### src/rtl/trace_pkg.sv
// Shared types and constants for the instruction trace capture unit.
// Contents:
//   state_t      capture FSM state encoding (IDLE/ARMED/CAPTURE/DONE)
//   trace_rec_t  one captured instruction record (122 bits)
//   rec_word()   selects one of the four 32-bit words of a record
package trace_pkg;

  localparam int WORDS_PER_REC = 4;
  localparam int TS_W          = 24;

  typedef enum logic [1:0] {
    IDLE    = 2'd0,
    ARMED   = 2'd1,
    CAPTURE = 2'd2,
    DONE    = 2'd3
  } state_t;

  typedef struct packed {
    logic [31:0]     pc;
    logic [31:0]     inst;
    logic [31:0]     data;
    logic [TS_W-1:0] ts;
    logic            mem_we;
    logic            rd_wen;
  } trace_rec_t;

  localparam int REC_W = $bits(trace_rec_t);

  // Word order on the output stream: pc, inst, data, {ts, flags}.
  function automatic logic [31:0] rec_word(input trace_rec_t rec, input logic [1:0] idx);
    logic [31:0] w;
    case (idx)
      2'd0:    w = rec.pc;
      2'd1:    w = rec.inst;
      2'd2:    w = rec.data;
      default: w = {rec.ts, 6'b0, rec.mem_we, rec.rd_wen};
    endcase
    return w;
  endfunction

endpackage

### src/rtl/trace_fifo.sv
// Single-clock record FIFO.
// Ports:
//   clk, reset      clock, async active-low reset (clears pointers and count)
//   push, push_data write request and record; ignored while full
//   pop, head       read request (ignored while empty) and current head record
//   full, empty     status, derived from the registered count
//   count           records currently stored
module trace_fifo #(
  parameter int  WIDTH = 122,
  parameter int  DEPTH = 16,
  localparam int AW    = $clog2(DEPTH),
  localparam int CW    = $clog2(DEPTH + 1)
) (
  input  logic             clk,
  input  logic             reset,
  input  logic             push,
  input  logic [WIDTH-1:0] push_data,
  input  logic             pop,
  output logic [WIDTH-1:0] head,
  output logic             full,
  output logic             empty,
  output logic [CW-1:0]    count
);

  logic [WIDTH-1:0] mem [DEPTH];
  logic [AW-1:0]    wr_ptr;
  logic [AW-1:0]    rd_ptr;
  logic             do_push;
  logic             do_pop;

  // Full is judged on the count at the start of the cycle, so a pop in the
  // same cycle never frees room for a push.
  assign full    = (count == CW'(DEPTH));
  assign empty   = (count == '0);
  assign do_push = push && !full;
  assign do_pop  = pop && !empty;
  assign head    = mem[rd_ptr];

  always_ff @(posedge clk or negedge reset) begin
    if (!reset) begin
      wr_ptr <= '0;
      rd_ptr <= '0;
      count  <= '0;
    end else begin
      if (do_push) wr_ptr <= wr_ptr + AW'(1);
      if (do_pop)  rd_ptr <= rd_ptr + AW'(1);
      case ({do_push, do_pop})
        2'b10:   count <= count + CW'(1);
        2'b01:   count <= count - CW'(1);
        default: count <= count;
      endcase
    end
  end

  always_ff @(posedge clk) begin
    if (do_push) mem[wr_ptr] <= push_data;
  end

endmodule

### src/rtl/trace_capture.sv
// Instruction trace capture: arms, triggers on PC match (or any instruction),
// records CAP_LEN consecutive instructions into a FIFO and streams each
// record out as four 32-bit words over valid/ready.
// Ports:
//   clk, reset                 clock, async active-low reset
//   i_arm, i_trig_any, i_trig_pc   arming and trigger control
//   i_pc, i_inst, i_rd_wen, i_wb_data, i_mem_we, i_mem_wdata  core debug bus
//   o_valid, i_ready, o_data, o_last   output word stream
//   o_state, o_overflow, o_count       status
//
// state   | meaning
// IDLE    | waiting for i_arm
// ARMED   | timestamp running, comparing each PC against the trigger
// CAPTURE | one capture attempt per cycle until CAP_LEN attempts made
// DONE    | capture finished, waiting for the FIFO to drain
module trace_capture
  import trace_pkg::*;
#(
  parameter int DEPTH   = 16,
  parameter int CAP_LEN = 64
) (
  input  logic                         clk,
  input  logic                         reset,
  input  logic                         i_arm,
  input  logic                         i_trig_any,
  input  logic [31:0]                  i_trig_pc,
  input  logic [31:0]                  i_pc,
  input  logic [31:0]                  i_inst,
  input  logic                         i_rd_wen,
  input  logic [31:0]                  i_wb_data,
  input  logic                         i_mem_we,
  input  logic [31:0]                  i_mem_wdata,
  output logic                         o_valid,
  input  logic                         i_ready,
  output logic [31:0]                  o_data,
  output logic                         o_last,
  output logic [1:0]                   o_state,
  output logic                         o_overflow,
  output logic [$clog2(DEPTH+1)-1:0]   o_count
);

  localparam logic [15:0] CAP_LAST  = 16'(CAP_LEN - 1);
  localparam logic [1:0]  LAST_WORD = 2'(WORDS_PER_REC - 1);

  state_t           state;
  state_t           state_nx;
  logic [TS_W-1:0]  ts;
  logic [15:0]      cap_cnt;
  logic [1:0]       word_idx;
  logic             trig_hit;
  logic             cap_last;
  logic             attempt;
  logic             arm_ok;
  logic             fifo_full;
  logic             fifo_empty;
  logic             xfer;
  logic             pop;
  trace_rec_t       rec_in;
  logic [REC_W-1:0] head_bits;
  trace_rec_t       head;

  assign trig_hit = i_trig_any || (i_pc == i_trig_pc);
  // cap_cnt holds attempts already made, so this cycle's attempt is the last.
  assign cap_last = (cap_cnt == CAP_LAST);

  always_ff @(posedge clk or negedge reset) begin
    if (!reset) state <= IDLE;
    else        state <= state_nx;
  end

  always_comb begin
    state_nx = state;
    case (state)
      IDLE:    if (i_arm) state_nx = ARMED;
      ARMED:   if (trig_hit) state_nx = cap_last ? DONE : CAPTURE;
      CAPTURE: if (cap_last) state_nx = DONE;
      DONE:    if (fifo_empty && word_idx == 2'd0) state_nx = IDLE;
      default: state_nx = IDLE;
    endcase
  end

  always_comb begin
    attempt = 1'b0;
    arm_ok  = 1'b0;
    case (state)
      IDLE:    arm_ok  = i_arm;
      ARMED:   attempt = trig_hit;
      CAPTURE: attempt = 1'b1;
      default: ;
    endcase
  end

  always_ff @(posedge clk or negedge reset) begin
    if (!reset) begin
      ts         <= '0;
      cap_cnt    <= '0;
      o_overflow <= 1'b0;
      word_idx   <= '0;
    end else begin
      if (arm_ok) begin
        ts         <= '0;
        cap_cnt    <= '0;
        o_overflow <= 1'b0;
      end else if (state != IDLE) begin
        ts <= ts + TS_W'(1);
      end
      if (attempt) begin
        cap_cnt <= cap_cnt + 16'd1;
        if (fifo_full) o_overflow <= 1'b1;
      end
      if (xfer) word_idx <= (word_idx == LAST_WORD) ? 2'd0 : word_idx + 2'd1;
    end
  end

  always_comb begin
    rec_in.pc     = i_pc;
    rec_in.inst   = i_inst;
    rec_in.data   = i_rd_wen ? i_wb_data : (i_mem_we ? i_mem_wdata : 32'd0);
    rec_in.ts     = ts;
    rec_in.mem_we = i_mem_we;
    rec_in.rd_wen = i_rd_wen;
  end

  trace_fifo #(
    .WIDTH (REC_W),
    .DEPTH (DEPTH)
  ) u_fifo (
    .clk       (clk),
    .reset     (reset),
    .push      (attempt),
    .push_data (rec_in),
    .pop       (pop),
    .head      (head_bits),
    .full      (fifo_full),
    .empty     (fifo_empty),
    .count     (o_count)
  );

  assign head    = trace_rec_t'(head_bits);
  assign o_valid = !fifo_empty;
  assign xfer    = o_valid && i_ready;
  assign pop     = xfer && (word_idx == LAST_WORD);
  // Gate with valid so the stream reads 0 when empty (memory is not reset).
  assign o_data  = o_valid ? rec_word(head, word_idx) : 32'd0;
  assign o_last  = o_valid && (word_idx == LAST_WORD);
  assign o_state = state;

endmodule

### config.mk
export PLATFORM = sky130hd
export DESIGN_NAME = trace_capture
export DESIGN_NICKNAME = d
export VERILOG_FILES = /design/src/rtl/trace_pkg.sv /design/src/rtl/trace_fifo.sv /design/src/rtl/trace_capture.sv
export SDC_FILE = /design/constraint.sdc
export NUM_CORES = 2
export LEC_CHECK = 0
export CORE_MARGIN = 2
export CORE_UTILIZATION = 40
export CTS_BUF_LIST = sky130_fd_sc_hd__clkbuf_4
export CTS_CLUSTER_SIZE = 28
export DETAILED_ROUTE_END_ITERATION = 6
export PLACE_DENSITY_LB_ADDON = 0.12
export RECOVER_POWER = 100
export SETUP_SLACK_MARGIN = 0.15
export SKIP_LAST_GASP = 1
export SYNTH_ARGS = -nofsm -noshare
export SYNTH_HDL_FRONTEND = slang
export SYNTH_SLANG_ARGS = --single-unit
### constraint.sdc
create_clock -name clk -period 12.6 [get_ports clk]
set_clock_uncertainty 0.1 [all_clocks]
set_input_delay 2.52 -clock clk [delete_from_list [all_inputs] [get_ports clk]]
set_output_delay 2.52 -clock clk [all_outputs]
set_load 0.02 [all_outputs]
==> flow_summary_export.csv <==
group,metric,value,unit
outcome,status,"finished with violations",
outcome,violations,"max-capacitance violations, max-slew violations",
grt,grt_max_degree,123,
yosys,synth.avg_cell_area,22.57,sq um
finish,areaGrowthSynthToFinish,15.29,%
yosys,synth_warnings,0,
setup_path,critPathArrivalTime,10.90,ns
drt,drc,0,
drt,dr_total_vias,38990,
drt,drt_iter0_drc,3714,
drt,routed_wl,210800,microns
yosys,synthXorXnorAreaFrac,0.4858,%
power_and_ir_drop,power_frac_comb,27.9,%
yosys,synth_edf_count,1952,
floorplanning,std_cell_rows,161,
yosys,ys_ff_latch,2010,
clocking,cts_max_level,6,
finish,fin_nets,4280,
drt,antenna_left,0,
yosys,synth_top_family_by_area,"multiplexers",
grt,grt_util_all_layers,21.46,%
yosys,synth_commonest_cells,"edfxtp_1 (1952), mux4_2 (523), a22oi_1 (91)",
yosys,ys_seq_area_share,77.48,%
yosys,yosysMostFrequentCell,"edfxtp_1",
timing,slew_viol_final,1287,
clocking,hold_buffers,0,
yosys,synthCells,3435,
setup_path,crit_type,"input pin to register",
clocking,clockBufferDepth,4,
clocking,cts_tree,"done",
yosys,ys.flop_type,"edfxtp_1",
grt,antenna_found_initial,28,
hold_path,holdCritPathClass,"register to register",
power_and_ir_drop,powerDensity,212.6,nW/um^2
clocking,cts.sinks,2010,
timing,finalCritPeriodShare,81.45,%
setup_path,cp_max_fo,108,
yosys,synthTopCellsByArea,"edfxtp_1 (76%), mux4_2 (15%), dfrtp_1 (1.9%)",
power_and_ir_drop,power,19000,uW
timing,slew_headroom,-229.9,%
timing,tightestPinTransition,4.948,ns
yosys,synth_mux_area_share,15.87,%
floorplanning,design.die.area,197400,sq um
run,maxCapViolCount,24,
placement,dp_hpwl,109200,microns
power_and_ir_drop,swShare,30.96,%
power_and_ir_drop,p_leak,0.02874,uW
power_and_ir_drop,p_int,13120,uW
yosys,syn_area,77530,sq um
placement,globalplace.congestion,0.7286,
setup_path,required,13.23,ns
yosys,synth_fa_ha_area_share,0.3486,%
timing,hold_violations,0,
timing,rsz0062_at_grt,"no",
floorplanning,die_h,444.2,microns
drt,post_drt_wl_per_cell,30.14,microns
clocking,clk_pin_slew,0.06,ns
clocking,cts_root_buf,"clkbuf_4",
yosys,yosys.area_share.simple,2.101,%
clocking,postCtsSetupBuffers,0,
yosys,netlist.area_leader.share,75.61,%
power_and_ir_drop,clockPowerShare,30.1,%
placement,io_buffers,208,
timing,setup_tns,0,ns
setup_path,crit_path_end_kind,"register",
clocking,clock_latency,1.30,ns
yosys,synth_compound_area_share,2.519,%
floorplanning,core_area,192600,sq um
yosys,synth_cell_types,50,
yosys,async_reset_ff_share,2.886,%
power_and_ir_drop,seqPwrFrac,42.0,%
grt,grt_pass1_vias,41210,
drt,vias_per_cell,5.576,
floorplanning,boundaryPins,209,
clocking,cts_buffers,556,
yosys,synth_area_leader_cell,"edfxtp_1",
setup_path,start_kind,"input pin",
finish,nFillCells,16430,
yosys,synth_nets,3623,
timing,period_minus_slack,10.26,ns
timing,setup_viol,0,
floorplanning,initial_core_util,40.26,%
finish,layout-drive-gt1-share,33.00,%
timing,fmax,0.09744,GHz
drt,dr.pass1.iters,5,
power_and_ir_drop,power.switching,5882,uW
grt,grt_pass1_wl,299800,microns
clocking,post_cts_resized,0,
power_and_ir_drop,irDropWorstVdd,0.1542,mV
grt,overflow,0,
floorplanning,dieWidth,444.2,microns
[layout by cell type (no fill, tap or decap), types with 15 or more instances in the layout]
master	count
nand3_1	44
nor3_1	26
o211ai_1	19
xnor2_1	38
nand2b_1	20
mux4_2	523
inv_1	15
clkdlybuf4s50_1	111
and3_1	25
dlygate4sd3_1	95
mux2i_1	29
clkbuf_4	809
a22oi_1	91
clkinv_2	16
nor2_1	44
nand4_1	40
mux2_2	21
buf_4	37
clkinv_1	80
dfrtp_1	55
o21ai_0	45
nand2_1	56
a21oi_1	44
edfxtp_1	1952
ha_1	19
a22o_1	41
nor2b_1	17
[state kept, by name, summed over array words and instances (netlist names)]
register       count
u_fifo.mem      1952
ts                24
cap_cnt           16
u_fifo.count       5
u_fifo.rd_ptr      4
u_fifo.wr_ptr      4
o_state            2
word_idx           2
o_overflow         1
[worst paths after layout]
| check | start | to | slack [ns] | depth (start not counted) |
|---|---|---|---|---|
| min in group asynchronous | reset | u_fifo.count[3] | 2.45 | 2 |
| max in group asynchronous | reset | u_fifo.rd_ptr[2] | 7.38 | 2 |
| worst min-delay path | o_overflow | o_overflow | 0.40 | 2 |
| worst max-delay path | i_pc[30] | u_fifo.mem[5][103] | 2.34 | 10 |
| worst min register to register | o_overflow | o_overflow | 0.40 | 2 |
| worst max register to register | o_state[0] | u_fifo.mem[5][103] | 5.55 | 7 |
[routing by layer]
metal	part of all wire [%]	track usage (%)
met3	6.1	4.193
met1	43	29.59
met4	1.9	6.284
met5	0.0057	0
met2	49	34.79
[metrics by stage]
| stage | cell area [sq um] | cells | util [%] | worst slack [ns] | hold WS (ns) |
|---|---|---|---|---|---|
| final | 89380 | 6993 | 46.41 | 2.338 | 0.4024 |
| after global routing | 89370 | 6991 | 46.41 | 1.900 | 0.4387 |
| after floorplan | 77530 | 3435 | - | 5.244 | 0.3821 |
| after CTS | 89570 | 6984 | 46.51 | 3.564 | 0.4124 |
| after global placement | 82830 | 6060 | 43.01 | 4.571 | 0.3807 |
| after detailed placement | 82830 | 6060 | 43.01 | 4.581 | 0.3847 |
[critical path: stages]
cell and delay, ns:
dlygate4sd3_1 0.52, clkbuf_1 0.88, xnor2_1 0.21, nand4_1 0.35
nor4_1 0.91, a211oi_1 0.27, nor3b_2 0.21, clkbuf_1 0.64
and3_1 0.89, clkbuf_2 3.21
[area by class of cell]
type	instances	area, sq um	share of cell area [%]
multi-input cells	1231	16610	18.58
flip-flops and latches	2010	60080	67.22
clock buffers	809	6073	6.795
repair buffers	277	2704	3.025
clock inverters	115	670.6	0.7504
diodes	9	22.52	0.02520
well taps	2526	3161	3.536
inverters	16	60.06	0.06720
[power by group through the flow]
stage	logic, uW	clock network (uW)	registers [uW]
floorplan	3480	0	8030
detailed placement	5450	0	8100
global placement	5460	0	8090
CTS	5460	5920	7960
global route	5630	6270	8020
finish	5290	5730	7980
[cells by family (layout without fill, tap and decap cells)]
family	after synthesis	count (layout)
multiplexers	573	573
AO/OA/AOI/OAI	281	281
AND/OR/NAND/NOR	313	313
other	0	9
buffers and inverters	194	1217
XOR/XNOR	43	43
flip-flops	2010	2010
adder cells (fa/ha/maj)	21	21
No activity file was read; power rests on OpenSTA's default activity.
